## config.mk

```make
export PLATFORM = sky130hd
export DESIGN_NAME = scan_counter_flat
export DESIGN_NICKNAME = d
export VERILOG_FILES = /design/src/rtl/scan_counter_pkg.sv /design/src/rtl/scan_counter_if.sv /design/src/rtl/scan_counter_wrap.sv /design/src/rtl/scan_counter.sv /design/src/flat_wrapper.sv
export SDC_FILE = /design/constraint.sdc
export NUM_CORES = 1
export LEC_CHECK = 0
export BUFFER_PORTS_ARGS = -buffer_cell sky130_fd_sc_hd__buf_2
export CAP_MARGIN = 20
export CORE_UTILIZATION = 35
export CTS_CLUSTER_DIAMETER = 50
export DETAILED_ROUTE_END_ITERATION = 7
export GPL_TIMING_DRIVEN = 0
export SYNTH_ARGS = -nofsm -noshare
export SYNTH_HDL_FRONTEND = slang
export SYNTH_SLANG_ARGS = --single-unit
```

## constraint.sdc

```tcl
create_clock -name clk -period 1.4 [get_ports clk]
set_input_delay 0 -clock clk [delete_from_list [all_inputs] [get_ports clk]]
set_output_delay 0 -clock clk [all_outputs]
set_load 0.05 [all_outputs]
```

## src/rtl/scan_counter_pkg.sv

```systemverilog
// Shared Connect6 constants and scan-state encodings.
// Imported by the scan counter and its wrap counters.
package connect6_pkg;

  localparam int BOARD_ROWS = 19;
  localparam int BOARD_COLS = 19;

  typedef enum logic {
    IDLE = 1'b0,
    SCAN = 1'b1
  } scan_state_e;

  localparam logic ROW_MAJOR = 1'b0;
  localparam logic COL_MAJOR = 1'b1;

  function automatic int idx_w(input int n);
    return (n > 1) ? $clog2(n) : 1;
  endfunction

endpackage

```

## src/rtl/scan_counter_if.sv

```systemverilog
// Coordinate stream from the scan counter to the
// board-evaluation pipeline (valid/ready).
interface scan_counter_if #(
  parameter int RW = 5,
  parameter int CW = 5
);

  logic          out_valid;
  logic          out_ready;
  logic [RW-1:0] out_row;
  logic [CW-1:0] out_col;
  logic          out_last;

  modport master (
    output out_valid,
    output out_row,
    output out_col,
    output out_last,
    input  out_ready
  );

  modport slave (
    input  out_valid,
    input  out_row,
    input  out_col,
    input  out_last,
    output out_ready
  );

endinterface

```

## src/rtl/scan_counter_wrap.sv

```systemverilog
// Index counter 0..MAX that wraps to 0 when
// incremented at MAX.
module wrap_counter #(
  parameter int MAX = 18,
  parameter int W   = 5
) (
  input  logic         clk,
  input  logic         rst,
  input  logic         clr,
  input  logic         inc,
  output logic [W-1:0] value,
  output logic         at_max
);

  logic [W-1:0] value_q;
  logic [W-1:0] value_d;

  assign at_max = (value_q == W'(MAX));
  assign value  = value_q;

  // Next index: hold, step, or wrap at MAX.
  always_comb begin
    value_d = value_q;
    if (inc) begin
      value_d = at_max ? '0 : value_q + 1'b1;
    end
  end

  // Index register; reset and abort both return to 0.
  always_ff @(posedge clk) begin
    if (rst || clr) begin
      value_q <= '0;
    end else begin
      value_q <= value_d;
    end
  end

endmodule

```

## src/rtl/scan_counter.sv

```systemverilog
// Two-dimensional board scan counter emitting every
// coordinate once, row- or column-major, on a stream.
module scan_counter
  import connect6_pkg::*;
#(
  parameter  int ROWS = BOARD_ROWS,
  parameter  int COLS = BOARD_COLS,
  localparam int RW   = idx_w(ROWS),
  localparam int CW   = idx_w(COLS),
  localparam int NW   = $clog2(ROWS*COLS+1)
) (
  input  logic          clk,
  input  logic          rst,
  input  logic          clr,
  input  logic          start,
  input  logic          col_major,
  scan_counter_if.master out,
  output logic          busy,
  output logic          done,
  output logic [NW-1:0] count
);

  scan_state_e   state_q;
  logic          mode_q;
  logic [NW-1:0] count_q;
  logic          done_q;
  logic          busy_q;

  logic          xfer;
  logic          row_inc;
  logic          col_inc;
  logic          row_max;
  logic          col_max;
  logic [RW-1:0] row;
  logic [CW-1:0] col;

  assign out.out_valid = (state_q == SCAN);
  assign out.out_row   = row;
  assign out.out_col   = col;
  assign out.out_last  = out.out_valid
                       && row_max && col_max;

  assign xfer = out.out_valid && out.out_ready;

  // The inner counter steps on every transfer; the
  // outer one only when the inner wraps.
  always_comb begin
    row_inc = xfer && col_max;
    col_inc = xfer;
    if (mode_q == COL_MAJOR) begin
      row_inc = xfer;
      col_inc = xfer && row_max;
    end
  end

  wrap_counter #(.MAX(ROWS-1), .W(RW)) u_row (
    .clk    (clk),
    .rst    (rst),
    .clr    (clr),
    .inc    (row_inc),
    .value  (row),
    .at_max (row_max)
  );

  wrap_counter #(.MAX(COLS-1), .W(CW)) u_col (
    .clk    (clk),
    .rst    (rst),
    .clr    (clr),
    .inc    (col_inc),
    .value  (col),
    .at_max (col_max)
  );

  // Scan FSM with registered busy/done/count.
  always_ff @(posedge clk) begin
    if (rst) begin
      state_q <= IDLE;
      mode_q  <= ROW_MAJOR;
      count_q <= '0;
      done_q  <= 1'b0;
      busy_q  <= 1'b0;
    end else if (clr) begin
      state_q <= IDLE;
      count_q <= '0;
      done_q  <= 1'b0;
      busy_q  <= 1'b0;
    end else begin
      done_q <= 1'b0;
      unique case (state_q)
        IDLE: begin
          if (start) begin
            state_q <= SCAN;
            mode_q  <= col_major;
            count_q <= '0;
            busy_q  <= 1'b1;
          end
        end
        SCAN: begin
          if (xfer) begin
            count_q <= count_q + 1'b1;
          end
          if (xfer && out.out_last) begin
            state_q <= IDLE;
            busy_q  <= 1'b0;
            done_q  <= 1'b1;
          end
        end
        default: state_q <= IDLE;
      endcase
    end
  end

  assign busy  = busy_q;
  assign done  = done_q;
  assign count = count_q;

endmodule

```

## src/flat_wrapper.sv

```systemverilog
// flat-port wrapper written by rule: the top's interface ports become plain ports
module scan_counter_flat import connect6_pkg::*;
#(
  parameter  int ROWS = BOARD_ROWS,
  parameter  int COLS = BOARD_COLS,
  localparam int RW   = idx_w(ROWS),
  localparam int CW   = idx_w(COLS),
  localparam int NW   = $clog2(ROWS*COLS+1)
)
  (clk, rst, clr, start, col_major, busy, done, count, out_out_valid, out_out_row, out_out_col, out_out_last, out_out_ready);
  scan_counter_if #(.RW(5), .CW(5)) out_i ();
  input  logic clk;
  input  logic rst;
  input  logic clr;
  input  logic start;
  input  logic col_major;
  output logic busy;
  output logic done;
  output logic [NW-1:0] count;
  output wire logic [$bits(out_i.out_valid)-1:0] out_out_valid;
  output wire logic [$bits(out_i.out_row)-1:0] out_out_row;
  output wire logic [$bits(out_i.out_col)-1:0] out_out_col;
  output wire logic [$bits(out_i.out_last)-1:0] out_out_last;
  input wire logic [$bits(out_i.out_ready)-1:0] out_out_ready;
  assign out_out_valid = out_i.out_valid;
  assign out_out_row = out_i.out_row;
  assign out_out_col = out_i.out_col;
  assign out_out_last = out_i.out_last;
  assign out_i.out_ready = out_out_ready;
  scan_counter #(.ROWS(ROWS), .COLS(COLS)) u_core (.clk(clk), .rst(rst), .clr(clr), .start(start), .col_major(col_major), .out(out_i), .busy(busy), .done(done), .count(count));
endmodule
```

==> run summary, run 1 <==
r2r endpoint -> u_core.u_row.value[2]$_SDFFE_PP0P_
Placer Congestion -> 0.6999
multi-input logic area -> 688.2 um^2
Syn Nets -> 139
Core Area -> 3028 um^2
CP startpoint -> u_core.u_col.value[0]$_SDFFE_PP0P_
pre-CTS setup slack -> -231.3 ps
number of routed nets with antenna violations -> 0
Die Area -> 3397 um^2
M2 GR Usage -> 27.26%
Reg-to-Reg Start -> u_core.u_col.value[0]$_SDFFE_PP0P_
Post-DP Area -> 1379 um^2
sequential share of the synthesized area -> 41.53%
area growth from synthesis to layout -> 40.41%
largest net degree at the start of global routing -> 13
placed cell count -> 200
Mapped Area -> 1109 um^2
root buf cell -> clkbuf_4
CTS tree -> built
DRT Wirelength -> 2.626 mm
Slew @ Worst Pin -> 542.2 ps
Finished Cell Area -> 1556 um^2
Initial DRT Pass Iterations -> 4
CP arrival -> 1800 ps
DRT iter0 DRCs -> 42
DR WL/cell -> 12.27 um
Syn Area/Cell -> 8.661 um^2
Post-synth ARST share -> 0%
Yosys reg bits -> 23
headroom to the max-slew limit -> 63.85%
Worst Path Max Fanout -> 7
htree depth -> 1
num ports -> 29
post-synth cell types -> 37
vias in the first global route -> 957
Worst Setup Slack, final -> -164.5 ps
Slowest-stage cell, CP -> or4_1
clock sinks -> 23
register area -> 491.7 um^2
outcome -> finished with violations
CTS clk-pin slew, worst paths -> 130 ps
worst path required time -> 1640 ps
clock skew -> 1.517 ps
share of cells above drive strength 1 -> 45.88%
Hold Fails Final Rpt -> 0
WP buf/inv -> 2
initial antenna violation count -> 0
CP top delay family -> simple AND/OR/NAND/NOR gates
Port Buffer Count -> 28
crit path to -> u_core.u_row.value[2]$_SDFFE_PP0P_
Worst VDD drop -> 0.0003025 V
Tmin final -> 1564 ps
clock tree buffer depth -> 2
Pwr Total -> 1.052 mW
Fin Hold WS -> 61.78 ps
initial core utilization -> 36.61%
Worst setup EP type -> flop
CTS Buf Count -> 3
violated checks -> negative setup slack
GR Overflow Total -> 0
Layout Nets -> 182
routed via count -> 1080
Post-synth EDFFs -> 0
GR Util met1 -> 20.72%
Fill cells -> 290
Startpoint Class -> flop
total track usage -> 16.32%
main flop type after synthesis -> dfxtp_1
drt via density -> 5.047
drt drc -> 0
row cnt -> 20
crit path kind -> flop to flop
Setup-failing EPs final -> 11
Tightest Hold Check Type -> input pin to flop
hpwl dp -> 1.823 mm
reg2reg path depth -> 7
Max Slew Vio Count -> 0
CP Cell Sequence -> inv_4 > ha_4 > nor4bb_4 > buf_4 > o21ai_4 > or4_1 > a21oi_1
PwrDens -> 676.1 nW/um^2
Syn Inst Count -> 128
first-pass GRT wire length -> 4.236 mm
Non-Filler Instances -> 214
Die Wd -> 58.28 um
reg-to-reg setup timing slack -> -160 ps
RSZ-0062 raised after global routing -> true
GRT busiest layer -> met2
CP max stage delay -> 410 ps
met3 usage -> 3.125%
yosys warns -> 0
Max-Cap Viols -> 0
Max Freq -> 0.6392 GHz
Leak -> 0.6358 nW
fin crit share -> 111.7%
worst skew pair latency -> 300 ps
die height -> 58.28 um
CP Depth -> 7
# diodes -> 0
[synthesized netlist by cell type, types with 2 or more instances]
cell	instances	area, um^2
dfxtp_1	23	460.4
o21ai_0	7	35.03
clkbuf_1	2	7.510
ha_1	5	62.56
nor2_1	18	67.56
nand4_1	5	31.28
and2_1	2	12.51
a32o_1	2	20.02
mux2_2	3	33.78
a21oi_1	10	50.05
and3_2	3	22.52
inv_1	4	15.01
buf_2	2	10.01
or3_1	4	25.02
nor3b_1	2	15.01
nand3_1	3	15.01
nand2_1	11	41.29
mux2i_1	3	30.03
[how the worst min path moves through the flow]
| stage | slack [ps] | end | cells after the start | start |
|---|---|---|---|---|
| 4_1_cts | 50 | u_core.mode_q$_SDFFE_PP0P_ | 3 | clr |
| 6_report | 60 | u_core.mode_q$_SDFFE_PP0P_ | 3 | clr |
| 2_1_floorplan | 70 | u_core.mode_q$_SDFFE_PP0P_ | 1 | rst |
| 5_1_grt | 100 | u_core.out.out_valid$_SDFF_PP0_ | 3 | rst |
| 3_3_place_gp | 190 | u_core.mode_q$_SDFFE_PP0P_ | 2 | rst |
| 3_5_place_dp | 200 | u_core.mode_q$_SDFFE_PP0P_ | 2 | rst |
[final cells by class]
type	count	area share, %
clock buffer	4	1.688
multi-input combinational	95	44.21
timing repair buffer	40	16.32
buffer	4	1.527
sequential	23	31.59
inverter	4	1.125
tap	44	3.537
[worst register-to-register path: cells and delay by family, from the launching register on]
family	cells	cell delay, ps
compound gates	2	210
fa+ha+maj	1	110
buf+inv	2	230
flops	1	380
simple gates	2	580
[per-stage QoR]
step | util [%] | setup TNS, ps
2_1_floorplan | - | -1280
3_3_place_gp | 45.54 | -1022
3_5_place_dp | 45.54 | -1244
4_1_cts | 50.33 | -903.3
5_1_grt | 51.41 | -1978
6_report | 51.41 | -924.6
[where the power goes]
| group | leakage (nW) | total (mW) | switching (mW) | internal (mW) |
|---|---|---|---|---|
| clock network | 0.0150 | 0.309 | 0.198 | 0.111 |
| logic | 0.426 | 0.0871 | 0.0550 | 0.0321 |
| registers | 0.195 | 0.656 | 0.00626 | 0.650 |
| total | 0.636 | 1.05 | 0.259 | 0.793 |
[logic make-up (layout without fill, tap and decap cells)]
kind of cell               Yosys count  in the layout  share of synthesized area (%)
AOI/OAI and AO/OA                   26             26                          15.35
xor gates and xnor gates             1              1                         0.7902
buffers and inverters               10             52                          3.950
DFF                                 23             23                          41.53
and+or+nand+nor                     57             57                          26.97
muxes                                6              6                          5.756
adders and majority gates            5              5                          5.643
[state kept, by name, indices dropped and copies added (netlist names)]
name,flops
u_core.count,9
u_core.u_col.value,5
u_core.u_row.value,5
u_core.busy,1
u_core.done,1
u_core.mode_q,1
u_core.out.out_valid,1
[repair_timing]
action | CTS | global route
endpoints found under the setup margin | 14 | 13
hold buffers | 4 | 0
pin swaps | 6 | 4
buffers inserted | 7 | 2
gates resized for setup | 9 | 9
endpoints found under the hold margin | 2 | 0
[per-layer routing]
layer  vias up  part of all wire [%]
met3         2                   2.3
met5         -                     0
met2        16                    50
li1        543                     -
met4         0                  0.80
met1       519                    47
[layout by cell type (no fill, tap or decap), types with 3 or more instances in the layout]
cell / Yosys / routed
or3_1: 4 / 3
dfxtp_2: 0 / 10
mux2_2: 3 / 3
nor2_1: 18 / 18
clkbuf_4: 0 / 3
o21ai_0: 7 / 4
nand2_1: 11 / 11
ha_1: 5 / 3
dlygate4sd3_1: 0 / 4
a21oi_1: 10 / 8
dfxtp_1: 23 / 8
dfxtp_4: 0 / 5
nand4_1: 5 / 5
mux2i_1: 3 / 3
buf_4: 1 / 7
nand3_1: 3 / 3
buf_2: 2 / 28
Power figures use the tool's default switching activity.
==> run 2, diff against run 1 <==
--- a/config.mk
+++ b/config.mk
@@ -5,12 +5,14 @@
 export SDC_FILE = /design/constraint.sdc
 export NUM_CORES = 1
 export LEC_CHECK = 0
+export ABC_AREA = 1
 export BUFFER_PORTS_ARGS = -buffer_cell sky130_fd_sc_hd__buf_2
 export CAP_MARGIN = 20
-export CORE_UTILIZATION = 35
+export CORE_UTILIZATION = 33
 export CTS_CLUSTER_DIAMETER = 50
 export DETAILED_ROUTE_END_ITERATION = 7
 export GPL_TIMING_DRIVEN = 0
+export RECOVER_POWER = 100
 export SYNTH_ARGS = -nofsm -noshare
 export SYNTH_HDL_FRONTEND = slang
 export SYNTH_SLANG_ARGS = --single-unit
==> run 2 against run 1 <==
Compared with the run above:
- the flow now finishes without violations
- first-iteration DRC count increased by 33%
- largest cell class unchanged
- design area rose by 3.0%
- cell count grew 21%
- fmax is 16% higher
==> run summary, run 2 <==
outcome -> finished clean
GR Overflow Total -> 0 (unchanged)
share of cells above drive strength 1 -> 30.19% (-16 points)
area leader, netlist -> dfxtp_1
worst skew pair latency -> 270 ps (-30 ps)
Layout Nets -> 224 (+23%)
DR WL/cell -> 10.70 um (-13%)
main flop type after synthesis -> dfxtp_1
routed via count -> 1221 (+13%)
largest net degree at the start of global routing -> 13 (unchanged)
Tmin final -> 1345 ps (-219.0 ps)
first-pass GRT wire length -> 4.747 mm (+12%)
r2r endpoint -> u_core.busy$_SDFFE_PP0P_
DRT iter0 DRCs -> 56 (+33%)
post-synth cell types -> 23 (-38%)
Port Buffer Count -> 28 (unchanged)
drt drc -> 0 (unchanged)
Syn Area/Cell -> 7.270 um^2 (-16%)
sequential share of the synthesized area -> 36.40% (-5.1 points)
Worst Setup Slack, final -> 54.53 ps (+219.0 ps)
Non-Filler Instances -> 260 (+21%)
Post-synth EDFFs -> 0 (unchanged)
Worst setup EP type -> primary output
top-area cell type share of the netlist area -> 36.40% (-5.1 points)
setup TNS -> 0 ps (+924.6 ps)
most frequent cells in the layout -> nand2_1, a21oi_1, buf_2
Initial DRT Pass Iterations -> 4 (unchanged)
DRT Wirelength -> 2.783 mm (+6.0%)
Mapped Area -> 1265 um^2 (+14%)
htree depth -> 1 (unchanged)
fin crit share -> 96.11% (-16 points)
Worst VDD drop -> 0.0007313 V (+140%)
num ports -> 29 (unchanged)
worst path required time -> 1400 ps (-240 ps)
Finished Cell Area -> 1603 um^2 (+3.0%)
CP arrival -> 1350 ps (-450 ps)
die height -> 63.92 um (+9.7%)
Max Freq -> 0.7432 GHz (+16%)
headroom to the max-slew limit -> 60.48% (-3.4 points)
Fin Hold WS -> 22.67 ps (-39.11 ps)
CTS Buf Count -> 3 (unchanged)
Tightest Hold Check Type -> input pin to flop
Post-DP Area -> 1498 um^2 (+8.6%)
CTS tree -> built
Hold Fails Final Rpt -> 0 (unchanged)
total track usage -> 14.46% (-1.9 points)
area growth from synthesis to layout -> 26.71%
row cnt -> 22 (+10%)
Slew @ Worst Pin -> 595.4 ps (+53.21 ps)
drt via density -> 4.696 (-6.9%)
Die Wd -> 63.92 um (+9.7%)
initial antenna violation count -> 0 (unchanged)
clock tree buffer depth -> 2 (unchanged)
ranking of synthesized cells by area -> dfxtp_1, nand2_1, a21oi_1
reg-to-reg setup timing slack -> 150 ps (+310 ps)
Die Area -> 4085 um^2 (+20%)
most numerous cell in the Yosys netlist -> nand2_1
pre-CTS setup slack -> 67.34 ps (+298.6 ps)
CTS clk-pin slew, worst paths -> 90 ps (-40 ps)
Placer Congestion -> 0.7664 (+9.5%)
Core Area -> 3661 um^2 (+21%)
vias in the first global route -> 1109 (+16%)
root buf cell -> clkbuf_8
number of routed nets with antenna violations -> 0 (unchanged)
Hold Crit Endpoint -> u_core.mode_q$_SDFFE_PP0P_
crit path kind -> flop to primary output
RSZ-0062 raised after global routing -> true
top cells by count, synth -> nand2_1, dfxtp_1, a21oi_1
clock sinks -> 23 (unchanged)
Reg-to-Reg Start -> u_core.u_col.value[1]$_SDFFE_PP0P_
Worst Path Max Fanout -> 5 (-2)
yosys warns -> 0 (unchanged)
Startpoint Class -> flop
Syn Inst Count -> 174 (+36%)
Leak -> 0.6622 nW (+4.2%)
hpwl dp -> 2.017 mm (+11%)
# diodes -> 0 (unchanged)
clock skew -> 6.881 ps (+5.364 ps)
Max Slew Vio Count -> 0 (unchanged)
Hold Startpoint -> clr
hold depth -> 4 (+1)
Pwr Total -> 1.174 mW (+12%)
Post-synth ARST share -> 0% (unchanged)
max reg flops -> 9 (unchanged)
Max-Cap Viols -> 0 (unchanged)
commonest non-fill, non-tap cell in the layout -> nand2_1
final core occ -> 43.78% (-7.6 points)
Setup-failing EPs final -> 0 (-11)
PwrDens -> 732.6 nW/um^2 (+8.4%)
reg2reg path depth -> 8 (+1)
Yosys reg bits -> 23 (unchanged)
placed cell count -> 250 (+25%)
Syn Nets -> 185 (+33%)
initial core utilization -> 34.55% (-2.1 points)
-- run 2: cell count changes after synthesis, moves of 5 or more --
cell	before	now
a21oi_1	10	19
inv_1	4	15
nand2_1	11	42
nand2_2	0	5
nand2_4	0	6
nand3_1	3	11
nor2_1	18	13
nor2_2	0	6
-- run 2: layout make-up --
cell class                      count  area (um^2)
Tap cell                           48        60.06
Timing Repair Buffer               34        180.2
Fill cell                         407         2058
Buffer                              4        35.03
Sequential cell                    23        484.2
Inverter                           19        76.32
Clock buffer                        4        45.04
Multi-Input combinational cell    128        721.9
-- run 2: cells by family (layout without fill, tap and decap cells) --
logic type      after synthesis  in the layout  share of synthesized area, %
buf+inv                      23             61                         8.605
flops                        23             23                         36.40
xor+xnor                      3              3                         2.078
fa+ha+maj                     5              5                         4.946
compound gates               26             26                         10.88
simple gates                 94             94                         37.09
-- run 2: critical path, cell delays in order (launching register included) --
cell     delay, ps
dfxtp_4        360
inv_4           60
ha_4           120
nand2_2         50
inv_2           60
nand2_4         80
nor3_4         180
buf_6          180
-- run 2: power breakdown --
group	internal [mW]	switching, mW	total (mW)
Sequential	0.650	0.00570	0.656
Combinational	0.0291	0.0613	0.0904
Clock	0.203	0.225	0.428
Total	0.882	0.292	1.17
-- run 2: how the worst max path moves through the flow --
| stage | from | end |
|---|---|---|
| 2_1_floorplan | u_core.u_row.value[1]$_SDFFE_PP0P_ | out_out_last |
| 3_3_place_gp | u_core.u_col.value[0]$_SDFFE_PP0P_ | u_core.out.out_valid$_SDFF_PP0_ |
| 3_5_place_dp | u_core.u_col.value[0]$_SDFFE_PP0P_ | u_core.busy$_SDFFE_PP0P_ |
| 4_1_cts | u_core.u_col.value[0]$_SDFFE_PP0P_ | out_out_last |
| 5_1_grt | u_core.u_row.value[0]$_SDFFE_PP0P_ | out_out_last |
| 6_report | u_core.u_row.value[0]$_SDFFE_PP0P_ | out_out_last |
-- run 2: metal layers --
metal	GRT usage (%)	share of wire, %	vias up
met5	0	0	-
met4	2.557	0.54	0
met3	3.214	4.5	2
met2	24.60	48	30
met1	18.70	47	550
li1	-	-	639
-- run 2: timing repair --
item | in CTS | in global routing
endpoints found under the setup margin | 1 | 1
endpoints found under the hold margin | 1 | 0
pin swaps | 2 | 3
cloned | 0 | 0
gates resized for setup | 5 | 6
buffers inserted | 2 | 2
hold buffers | 2 | 0
==> run 3, diff against run 2 <==
--- a/config.mk
+++ b/config.mk
@@ -12,6 +12,7 @@
 export CTS_CLUSTER_DIAMETER = 50
 export DETAILED_ROUTE_END_ITERATION = 7
 export GPL_TIMING_DRIVEN = 0
+export PLACE_DENSITY_LB_ADDON = 0.15
 export RECOVER_POWER = 100
 export SYNTH_ARGS = -nofsm -noshare
 export SYNTH_HDL_FRONTEND = slang
==> run 3 against run 2 <==
Compared with the run above:
- non-clock buffer count increased by 1
- via count rose by 2.6%
- flip-flop and latch count is the same
- cell count grew 0.38%
- total power down 0.71%
- highest routed layer unchanged
==> run summary, run 3 (same netlist as run 2, synthesis figures left out) <==
max reg flops -> 9 (unchanged)
CTS Buf Count -> 3 (unchanged)
worst path required time -> 1400 ps (about the same)
Startpoint Class -> flop
first-pass GRT wire length -> 5.188 mm (+9.3%)
area growth from synthesis to layout -> 29.38%
worst skew pair latency -> 260 ps (about the same)
largest net degree at the start of global routing -> 14 (+1)
Die Area -> 4085 um^2 (unchanged)
Reg-to-Reg Start -> u_core.u_row.value[0]$_SDFFE_PP0P_
CTS tree -> built
initial antenna violation count -> 0 (unchanged)
crit path kind -> flop to primary output
total track usage -> 15.95% (+1.5 points)
Max Freq -> 0.7458 GHz (+0.35%)
Slew @ Worst Pin -> 593.2 ps (-2.170 ps)
RSZ-0062 raised after global routing -> true
fin crit share -> 95.77% (-0.33 points)
multi-input logic area -> 743.2 um^2 (+2.9%)
Hold Fails Final Rpt -> 0 (unchanged)
Die Wd -> 63.92 um (unchanged)
row cnt -> 22 (unchanged)
clock skew -> 4.166 ps (-2.715 ps)
Worst VDD drop -> 0.0002926 V (-60%)
vias in the first global route -> 1162 (+4.8%)
htree depth -> 1 (unchanged)
Leak -> 0.6642 nW (+0.31%)
die height -> 63.92 um (unchanged)
CP arrival -> 1340 ps (about the same)
register area -> 486.7 um^2 (+0.52%)
pre-CTS setup slack -> 80.16 ps (+12.83 ps)
root buf cell -> clkbuf_8
Initial DRT Pass Iterations -> 4 (unchanged)
num ports -> 29 (unchanged)
CP startpoint -> u_core.u_row.value[0]$_SDFFE_PP0P_
DR WL/cell -> 11.41 um (+6.6%)
Worst Path Max Fanout -> 4 (-1)
number of routed nets with antenna violations -> 0 (unchanged)
setup TNS -> 0 ps (unchanged)
initial core utilization -> 34.55% (unchanged)
Tightest Hold Check Type -> input pin to flop
CTS clk-pin slew, worst paths -> 90 ps (about the same)
GR Overflow Total -> 0 (unchanged)
clock sinks -> 23 (unchanged)
Setup-failing EPs final -> 0 (unchanged)
Max Slew Vio Count -> 0 (unchanged)
clock tree buffer depth -> 2 (unchanged)
Tmin final -> 1341 ps (-4.688 ps)
DRT iter0 DRCs -> 50 (-11%)
headroom to the max-slew limit -> 60.62% (+0.14 points)
Core Area -> 3661 um^2 (unchanged)
Fill cells -> 396 (-2.7%)
# diodes -> 0 (unchanged)
share of cells above drive strength 1 -> 32.39% (+2.2 points)
Layout Nets -> 225 (+0.45%)
drt drc -> 0 (unchanged)
most frequent cells in the layout -> nand2_1, a21oi_1, buf_2, clkbuf_1, dfxtp_1
PwrDens -> 712.4 nW/um^2 (-2.8%)
drt via density -> 4.801 (+2.2%)
Placer Congestion -> 0.7454 (-2.7%)
Hold Startpoint -> clr
hpwl dp -> 2.216 mm (+9.9%)
routed via count -> 1253 (+2.6%)
Max-Cap Viols -> 0 (unchanged)
Port Buffer Count -> 28 (unchanged)
DRT Wirelength -> 2.977 mm (+7.0%)
commonest non-fill, non-tap cell in the layout -> nand2_1
Worst setup EP type -> primary output
outcome -> finished clean
Worst Setup Slack, final -> 59.21 ps (+4.688 ps)
run 3: cell count changes in the layout (fill, tap and decap cells not counted), sizes merged:
cell / change
clkinv: +1
run 3: where the power goes:
part	switching, mW	internal [mW]
clock	0.223	0.199
combinational	0.0611	0.0293
sequential	0.00573	0.648
total	0.290	0.876
run 3: metal layers:
metal	wire (um)	vias up	share of wire, %	track usage [%]
met4	14	0	0.47	4.261
met1	1365	577	46	19.98
met2	1464	28	49	27.93
li1	-	646	-	-
met5	0	-	0	0
met3	132	2	4.4	2.679
run 3: cell type report:
cell class,count,area share (%)
Tap cell,48,3.670
Sequential cell,23,29.74
Timing Repair Buffer,35,11.39
Inverter,19,4.817
Clock buffer,3,2.523
Buffer,4,2.141
Multi-Input combinational cell,128,45.41
Clock inverter,1,0.3058
run 3: worst paths after layout:
kind	depth (start not counted)	to	slack, ps
max reg2reg	11	u_core.u_col.value[1]$_SDFFE_PP0P_	100
max	7	out_out_last	60
min	4	u_core.mode_q$_SDFFE_PP0P_	20
min reg2reg	2	u_core.busy$_SDFFE_PP0P_	470
run 3: repair_timing:
action,in CTS,in global routing
cloned,0,0
pin swaps,1,3
setup buffers,4,1
setup endpoints to repair,1,11
hold buffers,2,0
resized for setup,5,13
hold endpoints to repair,1,0
run 3: stage by stage:
step	hold WS [ps]	cells	power, mW	util (%)	instance area (um^2)
after floorplan	69.07	174	0.7324	-	1297
after global placement	182.5	250	0.7580	40.91	1498
after detailed placement	188.4	250	0.7593	40.91	1498
after CTS	19.87	260	1.183	43.71	1600
after global routing	42.91	261	1.231	44.70	1637
final	23.27	261	1.166	44.70	1637
run 3: critical path, cell delays in order (launching register included):
cell	delay, ps
dfxtp_4	360
inv_4	60
ha_4	120
nand2_2	50
inv_2	70
nand2_4	60
nor3_4	180
buf_6	180
